===== src/rtl/tx_preamble_inserter_if.sv =====
// Framer stream bundle: sample strobe/gating, start, FIFO head/pop, framed output and status.
// slave is the framer side; master is whoever drives ticks and the payload FIFO.
interface tx_preamble_inserter_if #(
  parameter int DATA_WIDTH = 16
);
  logic                         input_strobe;
  logic                         enable;
  logic                         start;
  logic signed [DATA_WIDTH-1:0] payload_I;
  logic signed [DATA_WIDTH-1:0] payload_Q;
  logic                         payload_empty;
  logic                         payload_last;
  logic                         payload_rd;
  logic signed [DATA_WIDTH-1:0] I_out;
  logic signed [DATA_WIDTH-1:0] Q_out;
  logic                         output_strobe;
  logic                         Providing_Preamble;
  logic                         Providing_Stream;
  logic                         busy;
  logic                         done;
  logic                         underrun;

  modport master (
    output input_strobe, enable, start, payload_I, payload_Q, payload_empty, payload_last,
    input  payload_rd, I_out, Q_out, output_strobe, Providing_Preamble, Providing_Stream,
           busy, done, underrun
  );

  modport slave (
    input  input_strobe, enable, start, payload_I, payload_Q, payload_empty, payload_last,
    output payload_rd, I_out, Q_out, output_strobe, Providing_Preamble, Providing_Stream,
           busy, done, underrun
  );
endinterface


===== src/rtl/tx_preamble_inserter.sv =====
// 802.11a framer: 160 STS + 160 LTS samples, then payload I/Q until payload_last.
// Latency: each sample is registered one cycle after its qualified tick.
// Backpressure: none upstream; empty FIFO in payload yields a fill sample and sets underrun.
module tx_preamble_inserter #(
  parameter int DATA_WIDTH       = 16,
  parameter bit ZERO_ON_UNDERRUN = 1'b1
) (
  input logic                CLK,
  input logic                s_RST,
  tx_preamble_inserter_if.slave bus
);

  typedef enum logic [2:0] {IDLE, STS, LTS_GI, LTS, PAYLOAD} state_t;

  // Annex G time-domain training symbols scaled by 2^13, rounded.
  localparam int STS_I [16] = '{377, -1081, -106, 1171, 754, 1171, -106, -1081,
                                377, 16, -647, -106, 0, -106, -647, 16};
  localparam int STS_Q [16] = '{377, 16, -647, -106, 0, -106, -647, 16,
                                377, -1081, -106, 1171, 754, 1171, -106, -1081};
  localparam int LTS_I [64] = '{
    1278, -41, 328, 795, 172, 492, -942, -311, 803, 434, 8, -1122, 197, 483, -180, 975,
    508, 303, -467, -1073, 672, 573, -492, -459, -287, -999, -1040, 614, -25, -754, 754, 98,
    -1278, 98, 754, -754, -25, 614, -1040, -999, -287, -459, -492, 573, 672, -1073, -467, 303,
    508, 975, -180, 483, 197, -1122, 8, 434, 803, -311, -942, 492, 172, 795, 328, -41};
  localparam int LTS_Q [64] = '{
    0, -983, -909, 680, 229, -721, -451, -868, -213, 33, -942, -385, -483, -123, 1319, -33,
    508, -803, -319, -532, -754, -115, -664, 180, 1237, 139, 172, 606, -442, -942, -868, -803,
    0, 803, 868, 942, 442, -606, -172, -139, -1237, -180, 664, 115, 754, 532, 319, 803,
    -508, 33, -1319, 123, 483, 385, 942, -33, 213, 868, 451, 721, -229, -680, 909, 983};

  state_t                       state;
  logic [8:0]                   n;
  logic                         tick;
  logic signed [DATA_WIDTH-1:0] pre_i;
  logic signed [DATA_WIDTH-1:0] pre_q;
  logic signed [DATA_WIDTH-1:0] last_i;
  logic signed [DATA_WIDTH-1:0] last_q;

  assign tick           = bus.input_strobe & bus.enable;
  assign bus.busy       = (state != IDLE);
  assign bus.payload_rd = (state == PAYLOAD) && tick && !bus.payload_empty;

  // Both LTS regions index by n[5:0]: n-128 over 160..191 and (n-192) mod 64 over 192..319.
  always_comb begin
    if (state == STS) begin
      pre_i = DATA_WIDTH'(STS_I[n[3:0]]);
      pre_q = DATA_WIDTH'(STS_Q[n[3:0]]);
    end else begin
      pre_i = DATA_WIDTH'(LTS_I[n[5:0]]);
      pre_q = DATA_WIDTH'(LTS_Q[n[5:0]]);
    end
  end

  always_ff @(posedge CLK or negedge s_RST) begin
    if (!s_RST) begin
      state                  <= IDLE;
      n                      <= '0;
      bus.I_out              <= '0;
      bus.Q_out              <= '0;
      bus.output_strobe      <= 1'b0;
      bus.Providing_Preamble <= 1'b0;
      bus.Providing_Stream   <= 1'b0;
      bus.done               <= 1'b0;
      bus.underrun           <= 1'b0;
      last_i                 <= '0;
      last_q                 <= '0;
    end else begin
      bus.output_strobe <= 1'b0;
      bus.done          <= 1'b0;
      case (state)
        IDLE: begin
          bus.Providing_Preamble <= 1'b0;
          bus.Providing_Stream   <= 1'b0;
          if (bus.start) begin
            state        <= STS;
            n            <= '0;
            bus.underrun <= 1'b0;
            last_i       <= '0;
            last_q       <= '0;
          end
        end
        STS, LTS_GI, LTS: begin
          if (tick) begin
            bus.I_out              <= pre_i;
            bus.Q_out              <= pre_q;
            bus.output_strobe      <= 1'b1;
            bus.Providing_Preamble <= 1'b1;
            bus.Providing_Stream   <= 1'b0;
            n                      <= (n == 9'd319) ? 9'd0 : n + 9'd1;
            if (n == 9'd159)      state <= LTS_GI;
            else if (n == 9'd191) state <= LTS;
            else if (n == 9'd319) state <= PAYLOAD;
          end
        end
        PAYLOAD: begin
          if (tick) begin
            bus.output_strobe      <= 1'b1;
            bus.Providing_Preamble <= 1'b0;
            bus.Providing_Stream   <= 1'b1;
            if (!bus.payload_empty) begin
              bus.I_out <= bus.payload_I;
              bus.Q_out <= bus.payload_Q;
              last_i    <= bus.payload_I;
              last_q    <= bus.payload_Q;
              if (bus.payload_last) begin
                state    <= IDLE;
                bus.done <= 1'b1;
              end
            end else begin
              bus.underrun <= 1'b1;
              bus.I_out    <= ZERO_ON_UNDERRUN ? '0 : last_i;
              bus.Q_out    <= ZERO_ON_UNDERRUN ? '0 : last_q;
            end
          end
        end
        default: state <= IDLE;
      endcase
    end
  end

endmodule


===== src/flat_wrapper.sv =====
// flat-port wrapper written by rule: the top's interface ports become plain ports
module tx_preamble_inserter_flat 
#(
  parameter int DATA_WIDTH       = 16,
  parameter bit ZERO_ON_UNDERRUN = 1'b1
)
  (CLK, s_RST, bus_input_strobe, bus_enable, bus_start, bus_payload_I, bus_payload_Q, bus_payload_empty, bus_payload_last, bus_payload_rd, bus_I_out, bus_Q_out, bus_output_strobe, bus_Providing_Preamble, bus_Providing_Stream, bus_busy, bus_done, bus_underrun);
  tx_preamble_inserter_if #(.DATA_WIDTH(DATA_WIDTH)) bus_i ();
  input logic CLK;
  input logic s_RST;
  input wire logic [$bits(bus_i.input_strobe)-1:0] bus_input_strobe;
  input wire logic [$bits(bus_i.enable)-1:0] bus_enable;
  input wire logic [$bits(bus_i.start)-1:0] bus_start;
  input wire logic [$bits(bus_i.payload_I)-1:0] bus_payload_I;
  input wire logic [$bits(bus_i.payload_Q)-1:0] bus_payload_Q;
  input wire logic [$bits(bus_i.payload_empty)-1:0] bus_payload_empty;
  input wire logic [$bits(bus_i.payload_last)-1:0] bus_payload_last;
  output wire logic [$bits(bus_i.payload_rd)-1:0] bus_payload_rd;
  output wire logic [$bits(bus_i.I_out)-1:0] bus_I_out;
  output wire logic [$bits(bus_i.Q_out)-1:0] bus_Q_out;
  output wire logic [$bits(bus_i.output_strobe)-1:0] bus_output_strobe;
  output wire logic [$bits(bus_i.Providing_Preamble)-1:0] bus_Providing_Preamble;
  output wire logic [$bits(bus_i.Providing_Stream)-1:0] bus_Providing_Stream;
  output wire logic [$bits(bus_i.busy)-1:0] bus_busy;
  output wire logic [$bits(bus_i.done)-1:0] bus_done;
  output wire logic [$bits(bus_i.underrun)-1:0] bus_underrun;
  assign bus_i.input_strobe = bus_input_strobe;
  assign bus_i.enable = bus_enable;
  assign bus_i.start = bus_start;
  assign bus_i.payload_I = bus_payload_I;
  assign bus_i.payload_Q = bus_payload_Q;
  assign bus_i.payload_empty = bus_payload_empty;
  assign bus_i.payload_last = bus_payload_last;
  assign bus_payload_rd = bus_i.payload_rd;
  assign bus_I_out = bus_i.I_out;
  assign bus_Q_out = bus_i.Q_out;
  assign bus_output_strobe = bus_i.output_strobe;
  assign bus_Providing_Preamble = bus_i.Providing_Preamble;
  assign bus_Providing_Stream = bus_i.Providing_Stream;
  assign bus_busy = bus_i.busy;
  assign bus_done = bus_i.done;
  assign bus_underrun = bus_i.underrun;
  tx_preamble_inserter #(.DATA_WIDTH(DATA_WIDTH), .ZERO_ON_UNDERRUN(ZERO_ON_UNDERRUN)) u_core (.CLK(CLK), .s_RST(s_RST), .bus(bus_i));
endmodule

===== config.mk =====
export PLATFORM = sky130hd
export DESIGN_NAME = tx_preamble_inserter_flat
export DESIGN_NICKNAME = d
export VERILOG_FILES = /design/src/rtl/tx_preamble_inserter_if.sv /design/src/rtl/tx_preamble_inserter.sv /design/src/flat_wrapper.sv
export SDC_FILE = /design/constraint.sdc
export NUM_CORES = 1
export LEC_CHECK = 0
export ABC_AREA = 1
export ABC_CLOCK_PERIOD_IN_PS = 2200
export CAP_MARGIN = 5
export CELL_PAD_IN_SITES_DETAIL_PLACEMENT = 0
export CELL_PAD_IN_SITES_GLOBAL_PLACEMENT = 2
export CORE_ASPECT_RATIO = 1.5
export CORE_MARGIN = 10
export CORE_UTILIZATION = 34
export DETAILED_ROUTE_END_ITERATION = 8
export DONT_BUFFER_PORTS = 1
export GPL_ROUTABILITY_DRIVEN = 0
export PLACE_DENSITY = 0.8
export SLEW_MARGIN = 20
export SYNTH_ARGS = -nofsm -noshare
export SYNTH_HDL_FRONTEND = slang
export SYNTH_SLANG_ARGS = --single-unit

===== constraint.sdc =====
create_clock -name CLK -period 2.2 [get_ports CLK]
set_input_delay 0.33 -clock CLK [delete_from_list [all_inputs] [get_ports CLK]]
set_output_delay 0.33 -clock CLK [all_outputs]
set_load 0.05 [all_outputs]

==> After elaboration in Yosys (flattened, before gate mapping) <==
Memories as Yosys holds them, arrays and structs flattened.
Cells that the tools add are included.
{ "op_classes": {"add_sub_neg": 1, "n_mul": 0, "div": 0, "order_cmp": 2, "n_eq_ne": 14, "shifts": 0, "mux": 45, "n_bitwise": 3, "reduce_logical": 16} }
{ "op_table": {"columns": ["cell", "count"], "rows": [
  ["16-bit 2-to-1 mux", 16],
  ["16-bit one-hot mux with 2 select lines", 2],
  ["9-bit 2-to-1 mux", 3],
  ["3-bit 2-to-1 mux", 8],
  ["9-bit by 8-bit equality test with 1-bit output, second input constant", 2],
  ["9-bit one-hot mux with 2 select lines", 1],
  ["1-bit 2-to-1 mux", 11],
  ["9-bit by 1-bit adder with 9-bit output, second input constant", 1],
  ["9-bit equality test, second input constant", 1],
  ["3-bit one-hot mux with 3 select lines", 1],
  ["3-bit AND reduction", 3],
  ["2-bit != test, second input constant", 4],
  ["7-bit greater-or-equal comparator, second input constant", 1],
  ["6-bit NOT with 7-bit output", 1],
  ["3-bit by 2-bit equality test with 1-bit output, second input constant", 2],
  ["1-bit one-hot mux with 3 select lines", 2],
  ["6-bit AND reduction", 1],
  ["2-bit nonzero test", 3],
  ["3-bit nonzero test", 2],
  ["5-bit greater-or-equal comparator, second input constant", 1],
  ["4-bit NOT with 5-bit output", 1],
  ["2-bit by 1-bit != test with 1-bit output, second input constant", 2],
  ["4-bit by 1-bit != test with 1-bit output, second input constant", 1],
  ["4-bit AND reduction", 1],
  ["9 further kinds", 10]
]} }
{ "totals": {"regBits": 49, "latch_bits": 0, "ramBits": 0, "mem_bits_ro": 5120, "output_inout_bits": 39, "n_memories": 4} }
{ "memory_table": {"columns": ["name", "words", "width", "rd", "rd_ports_with_merged_regs", "wr", "line_no", "source"], "rows": [
  ["(name not given)", 64, 32, 1, 0, 0, "tx_preamble_inserter.sv:49", "pre_i = DATA_WIDTH'(LTS_I[n[5:0]]);"],
  ["(name not given)", 64, 32, 1, 0, 0, "tx_preamble_inserter.sv:50", "pre_q = DATA_WIDTH'(LTS_Q[n[5:0]]);"],
  ["(name not given)", 16, 32, 1, 0, 0, "tx_preamble_inserter.sv:46", "pre_i = DATA_WIDTH'(STS_I[n[3:0]]);"],
  ["(name not given)", 16, 32, 1, 0, 0, "tx_preamble_inserter.sv:47", "pre_q = DATA_WIDTH'(STS_Q[n[3:0]]);"]
]} }

==> Longest topological paths before layout <==
{ "depth": {"ltp_word": 7, "ltp_mapped": 13, "depth_no_buf": 13} }

==> Least setup slack after synthesis <==
Ideal clock, no wire load.
{ "synth_path": {"path_kind": "flip-flop to flip-flop", "start": "register u_core.n[0]", "end": "register u_core.bus.I_out[11]", "setup_time_ns": 0.122, "arrival_ns": 1.785, "required_time_ns": 2.078, "path_slack_ns": 0.292, "path_stages_with_launch": 12, "n_path_buf": 0, "path_cell_list": "dfrtp_1 inv_2 ha_1 nor2_2 nor2_1 nand2_1 o21ai_0 nand2_1 nand3_1 nand3_1 nand2_2 a21oi_1"} }
{ "synth_between": {"elab_chain_cells": 7, "elab_cells_between_ends": 11, "cone_classes": "mux: 7; bitwise: 2; memory: 2"} }
{ "synth_lines": {"columns": ["element", "line_no", "source"], "rows": [
  ["start, declared", "tx_preamble_inserter.sv:32", "logic [8:0] n;"],
  ["start signal, assigned", "tx_preamble_inserter.sv:89", "n <= (n == 9'd319) ? 9'd0 : n + 9'd1;"],
  ["6-bit NOT with 7-bit output (not written as such) / 4-bit NOT with 5-bit output (equally long branches)", "tx_preamble_inserter.sv:49, tx_preamble_inserter.sv:46", null],
  ["memory read 64 x 32 bit / memory read 16 x 32 bit (equally long branches)", null, null],
  ["16-bit 2-to-1 mux (on tied branches) (2 in a row)", "tx_preamble_inserter.sv:49, tx_preamble_inserter.sv:46", null],
  ["16-bit 2-to-1 mux (*)", "tx_preamble_inserter.sv:45", "if (state == STS) begin"],
  ["16-bit 2-to-1 mux (*)", "tx_preamble_inserter.sv:83", "if (tick) begin"],
  ["16-bit one-hot mux with 2 select lines (*)", "tx_preamble_inserter.sv:70", "case (state)"],
  ["end signal, assigned", "tx_preamble_inserter.sv:84", "bus.I_out <= pre_i;"],
  ["end signal, assigned", "tx_preamble_inserter.sv:101", "bus.I_out <= bus.payload_I;"],
  ["end signal, assigned", "tx_preamble_inserter.sv:111", "bus.I_out <= ZERO_ON_UNDERRUN ? '0 : last_i;"],
  ["end, declared", "tx_preamble_inserter_if.sv:31", "output payload_rd, I_out, Q_out, output_strobe, Providing_Preamble, Providing_Stream,"]
]} }
Every way passes the cells marked *; elsewhere a longest branch is shown, timed or not. The select of a mux whose other input is x is not followed.
A chain may end at the register's enable or synchronous reset.

==> Worst setup path after layout <==
{ "layout_path": {"start": "register u_core.n[1]", "end": "register u_core.bus.I_out[3]"} }
The elaborated chain is that of the path after synthesis.

==> impl_results.md <==
- Via density: 5.809
- CTS Sinks: 49
- Final setup violation count: 0
- H-tree depth: 2
- Max-cap viol count: 0
- Post-CTS Setup Inserts: 0
- Worst Path Max Fanout: 5
- TNS Setup: 0 ns
- Clock power share: 12.2%
- CP required: 2.42 ns
- Post-synthesis sequential area ratio: 24.89%
- ANT nets after route: 0
- Unique masters post-synth: 33
- Sw frac: 59.49%
- I/O pin total: 78
- Placed wire-length estimate: 16,540 um
- Largest net degree at the start of global routing: 61
- Setup crit end kind: flop
- Worst Hold Depth: 1
- Pleak: 2.662 nW
- Total Routed Length: 21,390 um
- Sequential Power Share: 34.5%
- Hold crit path type: in2reg
- DRC marker count from the first detailed-route iteration: 917
- FF-to-FF setup slack: 0.14 ns
- Via count: 5,885
- Die area: 0.01980 mm^2
- Starting Density: 34.87%
- Slew @ Worst Pin: 0.6965 ns
- Hold path start: bus_payload_empty
- Final hold vios: 0
- Die width: 118.3 um
- Pwr Density: 1392 mW/mm^2
- Status: completed
- Cts bufs inserted: 5
- Post-Syn Area: 0.004926 mm^2
- Yosys reg bits: 49
- Critical path class: reg2reg
- Setup Skew: 0.006796 ns
- Synthesis Warnings: 0
- Syn Inst Count: 821
- Syn Nets: 878
- Hold Path End: u_core.bus.done
- CTS tree: built
- Psw: 4.532 mW
- RSZ-0062 raised after global routing: no
- Min Tclk post-route: 2.058 ns
- Slowest stage cell, crit path: dfrtp_1
- Worst EP arrival: 2.28 ns
- First-pass GRT wire length: 33,540 um
- Core area: 0.01412 mm^2
- Routed WL per cell: 21.12 um
- RR Endpoint: u_core.bus.I_out[3]
- Vias in the first global route: 5,623
- Area grow syn2layout: 11.07%
- Final Instance Count excl. Fillers: 1,013
- CTS Root Buffer Type: clkbuf_16
- Initial antenna violation count: 0
- Final worst-path cycle share: 93.55%
- Fin. max-slew vios: 0
- Placement Rows: 53
- First drt pass iteration count: 5
- Cell mode on critical path: nand2_1
- R2r worst-path depth: 11
- CP peak stage delay: 0.43 ns
- Port Buf Inserts: 0
- Layout cells sized above 1: 11.94%
- DRC: 0
- Placed cell count: 1,003
- Die height: 167.4 um
- Skew-Pair Late Insertion Delay: 0.30 ns
- Worst R2R Start: u_core.n[1]
- Syn_area_per_cell: 6.000 um^2
- CP Cell Sequence: inv_2, ha_2, nand2_1, nand2_1, o21ai_0, nand2_1, nand3_1, nand2_1, nand3_1, nand2_1, a21oi_1
- Internal: 3.086 mW
- Pwr Total: 7.618 mW
- Worst Setup Start Kind: flop
- Reg clk slew, reported paths: 0.07 ns
- Ant. Diodes: 0
- Final #Nets: 877
- Max-slew headroom: 53.52%
- Fmax: 485.9 MHz
- Max rail drop VDD: 0.0006389 V
- CTS max path bufs: 2
- GRT Residual Overflow: 0
- Total GRT Usage: 21.06%
- Comb pwr share: 53.2%
-- timing repair --
item | in CTS | in global routing
endpoints found under the hold margin | 49 | 0
hold buffers | 2 | 0
gates resized for setup | 0 | 14
endpoints found under the setup margin | 0 | 20
-- per-stage QoR --
step	instance area, um^2	util, %	hold WS [ns]	worst slack [ns]
2_1_floorplan	4926	-	0.03441	0.2921
3_5_place_dp	5220	36.96	0.03621	0.1008
6_report	5472	38.74	0.09909	0.1420
3_3_place_gp	5220	36.96	0.03599	0.1202
4_1_cts	5434	38.47	0.09643	0.07279
5_1_grt	5472	38.74	0.1030	0.005996
-- Yosys cell counts, drive strengths merged --
master,count,area share [%]
ha,18,4.6
a21oi,105,11
inv,47,3.6
and3,1,0.13
clkbuf,7,0.53
o21a,1,0.15
nand4,2,0.25
o21ai,46,4.7
dfrtp,49,25
a21boi,1,0.23
nor4,4,0.51
nor3b,2,0.30
nand2,274,22
nor2,78,6.9
buf,41,5.3
o22ai,2,0.25
a211oi,1,0.15
nor3,8,0.81
a31oi,6,0.76
nand3b,2,0.30
nand3,122,13
o211ai,4,0.61
-- worst max-delay path, delay by kind of cell (launching register included) --
kind                       cells  cell delay [ns]
AOI/OAI and AO/OA              2             0.32
buffers and inverters          1             0.08
adders and majority gates      1             0.23
DFF                            1             0.43
and+or+nand+nor                7             0.91
-- area by class of cell --
class                      count  area [um^2]
timing repair buffer          40        372.9
sequential                    49         1227
multi-input combinational    677         3273
tap                          192        240.2
clock inverter                 2        37.54
inverter                      47        181.4
clock buffer                   6        138.9
fill                        1599         8653
-- worst max path at each step --
stage                      startpoint                   end
after floorplan           u_core.n[0]  u_core.bus.I_out[11]
after detailed placement  u_core.n[1]   u_core.bus.Q_out[5]
after global placement    u_core.n[1]   u_core.bus.I_out[1]
after global routing      u_core.n[1]   u_core.bus.Q_out[5]
after CTS                 u_core.n[1]   u_core.bus.Q_out[5]
final                     u_core.n[1]   u_core.bus.I_out[3]
-- flip-flops by register name, summed over array words and instances, names as in the netlist --
name                           count
u_core.bus.Providing_Preamble      1
u_core.bus.output_strobe           1
u_core.bus.Providing_Stream        1
u_core.bus.Q_out                  16
u_core.state                       3
u_core.n                           9
u_core.bus.I_out                  16
u_core.bus.underrun                1
u_core.bus.done                    1
-- power by group through the flow --
stage,sequential (mW),combinational [mW],clock [mW]
2_1_floorplan,2.59,2.67,0
3_3_place_gp,2.66,3.94,0
3_5_place_dp,2.68,3.92,0
4_1_cts,2.65,3.96,0.961
5_1_grt,2.69,4.49,0.981
6_report,2.63,4.06,0.930
-- layer usage --
metal	routed length, um	track usage, %	vias to the layer above
li1	-	-	2720
met1	8051	24.33	2676
met2	9993	35.37	378
met3	1805	3.904	111
met5	0	0	-
met4	1542	12.51	0
-- kinds of logic (layout without fill, tap and decap cells) --
kind of cell,count (synthesis),after routing,share of synthesized area (%)
buf+inv,95,95,9.373
flops,49,49,24.89
simple gates,493,493,43.51
fa+ha+maj,18,18,4.572
compound gates,166,166,17.65
-- cells in the final DEF (no fill, tap or decap), drive strengths merged, types with 8 or more instances in the layout --
master  instances
ha             18
nor2           78
a21oi         105
dfrtp          49
nand3         122
nand2         274
nor3            8
o21ai          46
inv            47
buf            39
(Power assumes the default switching activity.)
